`config.mk`:
```
export PLATFORM = sky130hd
export DESIGN_NAME = wb_arbiter_rr
export DESIGN_NICKNAME = d
export VERILOG_FILES = /design/src/rtl/wb_arbiter_rr.sv
export SDC_FILE = /design/constraint.sdc
export NUM_CORES = 1
export LEC_CHECK = 0
export BUFFER_PORTS_ARGS = -buffer_cell sky130_fd_sc_hd__buf_4
export CORE_AREA = 3 3 43 45
export CTS_CLUSTER_DIAMETER = 100
export DETAILED_ROUTE_END_ITERATION = 12
export DIE_AREA = 0 0 46 48
export PLACE_DENSITY = 0.68
export SYNTH_ARGS = -nofsm -noshare
export SYNTH_HDL_FRONTEND = slang
export SYNTH_SLANG_ARGS = --single-unit
```
`constraint.sdc`:
```
create_clock -name clk -period 1.6 [get_ports clk]
set_clock_uncertainty 0.15 [all_clocks]
set_input_delay 0.16 -clock clk [delete_from_list [all_inputs] [get_ports clk]]
set_output_delay 0.16 -clock clk [all_outputs]
set_load 0.005 [all_outputs]
```
`src/rtl/wb_arbiter_rr.sv`:
```
// Round-robin Wishbone shared-bus arbiter.
// Grants the bus to one master for the whole CYC assertion and rotates
// priority on every release. An optional stall watchdog raises a one-cycle
// timeout_err when the granted transfer is never acknowledged.
module wb_arbiter_rr #(
    parameter int NUMM    = 2,
    parameter int TIMEOUT = 256,
    localparam int IDXW   = (NUMM > 1) ? $clog2(NUMM) : 1
) (
    input  logic            clk,
    input  logic            rst_n,
    input  logic [NUMM-1:0] m_cyc,
    input  logic            bus_stb,
    input  logic            bus_ack,
    input  logic            bus_err,
    output logic [NUMM-1:0] gnt,
    output logic [IDXW-1:0] gnt_idx,
    output logic            busy,
    output logic            timeout_err
);

    typedef enum logic {
        ST_IDLE  = 1'b0,
        ST_GRANT = 1'b1
    } state_t;

    state_t            r_state;
    state_t            w_state_nxt;
    logic [NUMM-1:0]   r_gnt;
    logic [NUMM-1:0]   w_gnt_nxt;
    logic [IDXW-1:0]   r_gnt_idx;
    logic [IDXW-1:0]   w_idx_nxt;
    logic [IDXW-1:0]   r_last;
    logic [IDXW-1:0]   w_last_nxt;
    logic [IDXW-1:0]   w_base;
    logic [IDXW-1:0]   w_pick_idx;
    logic              w_pick_valid;
    logic              w_owner_req;

    assign gnt         = r_gnt;
    assign gnt_idx     = r_gnt_idx;
    assign busy        = (r_state == ST_GRANT);
    assign w_owner_req = m_cyc[r_gnt_idx];

    // While granted the scan starts after the current owner, which is exactly
    // the value 'last' takes on release, so the handover pick is ready the
    // same cycle and a released owner is automatically lowest priority.
    assign w_base = (r_state == ST_GRANT) ? r_gnt_idx : r_last;

    // Round-robin pick: the requester at the smallest circular distance past w_base.
    always_comb begin
        int unsigned v_base;
        int unsigned v_dist;
        int unsigned v_best;
        w_pick_valid = 1'b0;
        w_pick_idx   = '0;
        v_base       = 32'(w_base);
        v_dist       = 0;
        v_best       = unsigned'(NUMM);
        for (int unsigned i = 0; i < unsigned'(NUMM); i++) begin
            if (m_cyc[i]) begin
                v_dist = (i + unsigned'(NUMM) - v_base - 1) % unsigned'(NUMM);
                if (v_dist < v_best) begin
                    v_best       = v_dist;
                    w_pick_valid = 1'b1;
                    w_pick_idx   = IDXW'(i);
                end
            end
        end
    end

    // Grant FSM next-state: acquire from idle, hold while owner keeps CYC, hand over on release.
    always_comb begin
        w_state_nxt = r_state;
        w_gnt_nxt   = r_gnt;
        w_idx_nxt   = r_gnt_idx;
        w_last_nxt  = r_last;
        case (r_state)
            ST_IDLE: begin
                if (w_pick_valid) begin
                    w_state_nxt             = ST_GRANT;
                    w_gnt_nxt               = '0;
                    w_gnt_nxt[w_pick_idx]   = 1'b1;
                    w_idx_nxt               = w_pick_idx;
                end
            end
            ST_GRANT: begin
                if (!w_owner_req) begin
                    w_last_nxt = r_gnt_idx;
                    if (w_pick_valid) begin
                        w_gnt_nxt             = '0;
                        w_gnt_nxt[w_pick_idx] = 1'b1;
                        w_idx_nxt             = w_pick_idx;
                    end else begin
                        w_state_nxt = ST_IDLE;
                        w_gnt_nxt   = '0;
                    end
                end
            end
            default: begin
                w_state_nxt = ST_IDLE;
                w_gnt_nxt   = '0;
            end
        endcase
    end

    // Grant FSM state register; reset makes master 0 the first winner.
    always_ff @(posedge clk) begin
        if (!rst_n) begin
            r_state   <= ST_IDLE;
            r_gnt     <= '0;
            r_gnt_idx <= '0;
            r_last    <= IDXW'(NUMM - 1);
        end else begin
            r_state   <= w_state_nxt;
            r_gnt     <= w_gnt_nxt;
            r_gnt_idx <= w_idx_nxt;
            r_last    <= w_last_nxt;
        end
    end

    generate
        if (TIMEOUT > 0) begin : g_wdog
            localparam int              CW    = $clog2(TIMEOUT + 1);
            localparam logic [CW-1:0]   LIMIT = CW'(TIMEOUT - 1);

            logic [CW-1:0] r_wd_cnt;
            logic          r_terr;
            logic          w_stall;

            // Owner still holding CYC means the grant does not change on this edge.
            assign w_stall = (r_state == ST_GRANT) && w_owner_req &&
                             bus_stb && !bus_ack && !bus_err;

            // Stall watchdog: count unacknowledged strobe cycles, pulse at the limit.
            always_ff @(posedge clk) begin
                if (!rst_n) begin
                    r_wd_cnt <= '0;
                    r_terr   <= 1'b0;
                end else if (w_stall) begin
                    if (r_wd_cnt == LIMIT) begin
                        r_wd_cnt <= '0;
                        r_terr   <= 1'b1;
                    end else begin
                        r_wd_cnt <= r_wd_cnt + 1'b1;
                        r_terr   <= 1'b0;
                    end
                end else begin
                    r_wd_cnt <= '0;
                    r_terr   <= 1'b0;
                end
            end

            assign timeout_err = r_terr;
        end else begin : g_no_wdog
            logic w_unused_bus;
            assign w_unused_bus = ^{bus_stb, bus_ack, bus_err};
            assign timeout_err  = 1'b0;
        end
    endgenerate

endmodule

```
==> out/summary.txt <==
Status: completed
RR Endpoint: g_wdog.r_wd_cnt[4]$_SDFF_PP0_
Largest net degree at the start of global routing: 15
DRC viols: 0
Initial antenna violation count: 0
Pre-CTS setup slack: -0.01823 ns
Final min period: 1.552 ns
Fin. max-slew vios: 0
Min-Delay Path Class: input port to flop
Clock power frac: 0.317
Via density: 5.514
Crit path capture type: flop
Row count: 14
R2R depth: 6
Sw frac: 0.2506
FF/Latch Area: 305.3 um^2
H-tree depth: 1
Synth warn: 0
Synth Flop Type: dfxtp_1
Switch Pwr: 0.1742 mW
Async SR Flop Fraction: 0
Final number of setup-violating endpoints: 0
Initial core utilization: 0.4726
Hold Path End: busy$_SDFF_PN0_
Fin worst setup slack: 0.04785 ns
Fmax achieved: 644.3 MHz
Slew HR: 0.6658
GRT overflow: 0
Fillers: 143
Die area: 0.002208 mm^2
DP Wirelength: 946.9 um
Worst Path Arrival: 1.58 ns
Layout Nets: 103
Top cells by count, synth: 15 x dfxtp_1, 9 x nor2_1, 7 x o21ai_0
Area Growth Syn to Fin: 23.20%
Post-Route WL: 1.400 mm
Port Buffers: 11
Fin util: 0.5822
P_leak: 0.3609 nW
MaxCap Viol Count: 0
Overall power: 0.6951 mW
Top cell type's share of synthesized area: 0.4218
Worst-Margin Slew: 0.5006 ns
Synth Area per Inst: 9.246 um^2
Setup tns final: 0 ns
Area leader, netlist: dfxtp_1
TritonCTS Buffers: 3
Combinational share of power: 0.110
Cell count after synthesis: 77
Synth cell types: 31
TritonRoute pass-1 iters: 4
Maximum vdd drop: 0.0004219 V
Clk buf depth: 2
Required time of the worst setup path: 1.63 ns
RR Startpoint: g_wdog.r_wd_cnt[0]$_SDFF_PP0_
Post-DR wirelength/cell: 12.84 um
Vert. Die Dim: 48 um
Critical path fanouts, max: 4
Global-route wire length before repair: 2.180 mm
Final worst-path cycle share: 0.9701
Cell area after synthesis: 711.9 um^2
Footprint of the multi-input gates: 399.1 um^2
Post-synth EDFFs: 0
CTS tree: yes
Most common cell in the netlist: dfxtp_1
CP startpoint kind: flop
Worst Hold Depth: 3
Flop pwr share: 0.574
Dpl cells: 102
Post-Layout Cell Count: 109
Worst reg-to-reg setup slack: 0.05 ns
Hold_sp: m_cyc[0]
Crit path kind: flop to flop
Power per cell area: 792.5 mW/mm^2
GRT Util Overall: 0.1415
#FFs+latches synth: 15
Fraction of the yosys area taken by sequential cells: 0.4218
Post-CTS Setup Bufs: 0
Syn Nets: 86
Clock tree sinks: 15
Placer Congestion: 0.7993
Layout cell share with drive strength beyond 1: 0.3011
Setup crit start: g_wdog.r_wd_cnt[0]$_SDFF_PP0_
Antenna viol nets, final: 0
Area of the core: 0.001506 mm^2
Vias: 601
Iteration-0 DRC Markers: 19
Worst-Skew Late Latency: 0.29 ns
Vias in the first global route: 502
Clk Tree Root Cell: clkbuf_4
Worst-path clk slew: 0.09 ns
Fin. Hold Viols: 0
Die Width: 46 um
Synth area leaders: dfxtp_1 42%, o21ai_0 4.9%, nor2_1 4.7%, a21oi_1 3.5%, ha_1 3.5%
Internal Power: 0.5209 mW
IO Pins: 12
Inserted Diodes: 0
## sequential cells by signal (all words and copies together) (netlist names)
signal,cells
busy,1
g_wdog.r_wd_cnt,9
gnt,2
gnt_idx,1
r_last,1
timeout_err,1
## layout by cell type (no fill, tap or decap), types with 2 or more instances in the layout
cell and instances:
inv_1 4, nand2_1 3, nand3_1 2, buf_4 12, xor2_1 2, dlygate4sd3_1 2, nor2_1 9, clkbuf_4 3
a21oi_1 5, nor3_1 2, nand2b_1 3, o21ai_0 7, dfxtp_1 13, or3_1 3
## cell families (layout without fill, tap and decap cells)
family | count (synthesis) | count (layout) | synth area share
and+or+nand+nor | 30 | 31 | 0.2584
AOI/OAI and AO/OA | 19 | 19 | 0.1670
DFF | 15 | 15 | 0.4218
buffers and inverters | 7 | 22 | 0.05974
xor gates and xnor gates | 3 | 3 | 0.03691
adders and majority gates | 2 | 2 | 0.03514
muxes | 1 | 1 | 0.02108
## layer usage
metal / routed length [um] / vias to the layer above / global-route usage / share of wire
met3: 66 / 4 / 0.03383 / 0.047
met5: 0 / - / 0 / 0
li1: - / 307 / - / -
met2: 620 / 13 / 0.2033 / 0.44
met4: 38 / 0 / 0.1023 / 0.027
met1: 675 / 277 / 0.1834 / 0.48
## worst max-delay path by stage
| stage | cells after the start | endpoint | slack (ns) |
|---|---|---|---|
| floorplan | 6 | g_wdog.r_wd_cnt[2]$_SDFF_PP0_ | 0.14 |
| global placement | 6 | g_wdog.r_wd_cnt[2]$_SDFF_PP0_ | 0.08 |
| detailed placement | 6 | g_wdog.r_wd_cnt[2]$_SDFF_PP0_ | -0.02 |
| CTS | 6 | g_wdog.r_wd_cnt[2]$_SDFF_PP0_ | 0.008 |
| global route | 6 | g_wdog.r_wd_cnt[6]$_SDFF_PP0_ | -0.02 |
| finish | 6 | g_wdog.r_wd_cnt[4]$_SDFF_PP0_ | 0.05 |
## timing repair
item / 4_1_cts / 5_1_grt
hold buffers: 2 / 0
setup endpoints to repair: 9 / 9
hold endpoints to repair: 3 / 0
resized for setup: 2 / 4
gates cloned: 0 / 1
## stage by stage
stage	hold slack [ns]	instance area, um^2
2_1_floorplan	0.08623	711.9
3_3_place_gp	0.2271	794.5
3_5_place_dp	0.2289	794.5
4_1_cts	0.004810	845.8
5_1_grt	0.04230	877.1
6_report	0.001157	877.1
## power by group through the flow
stage | clock network, mW | registers (mW) | logic, mW
detailed placement | 0 | 0.408 | 0.0698
finish | 0.220 | 0.399 | 0.0762
floorplan | 0 | 0.402 | 0.0492
global placement | 0 | 0.408 | 0.0685
CTS | 0.224 | 0.399 | 0.0753
global route | 0.241 | 0.401 | 0.0850
## critical path: stages (launching register included)
cell      delay (ns)
dfxtp_4         0.38
ha_4            0.15
nand2_1         0.07
nor3_1          0.23
ha_2            0.23
nand4b_2        0.18
nor2_1          0.07
## layout make-up
| cell class | count | share of cell area |
|---|---|---|
| Inverter | 4 | 0.01712 |
| Sequential cell | 15 | 0.3481 |
| Tap cell | 16 | 0.02282 |
| Timing Repair Buffer | 14 | 0.1255 |
| Clock buffer | 3 | 0.02568 |
| Multi-Input combinational cell | 56 | 0.4551 |
| Clock inverter | 1 | 0.005706 |
Power figures use the tool's default switching activity.
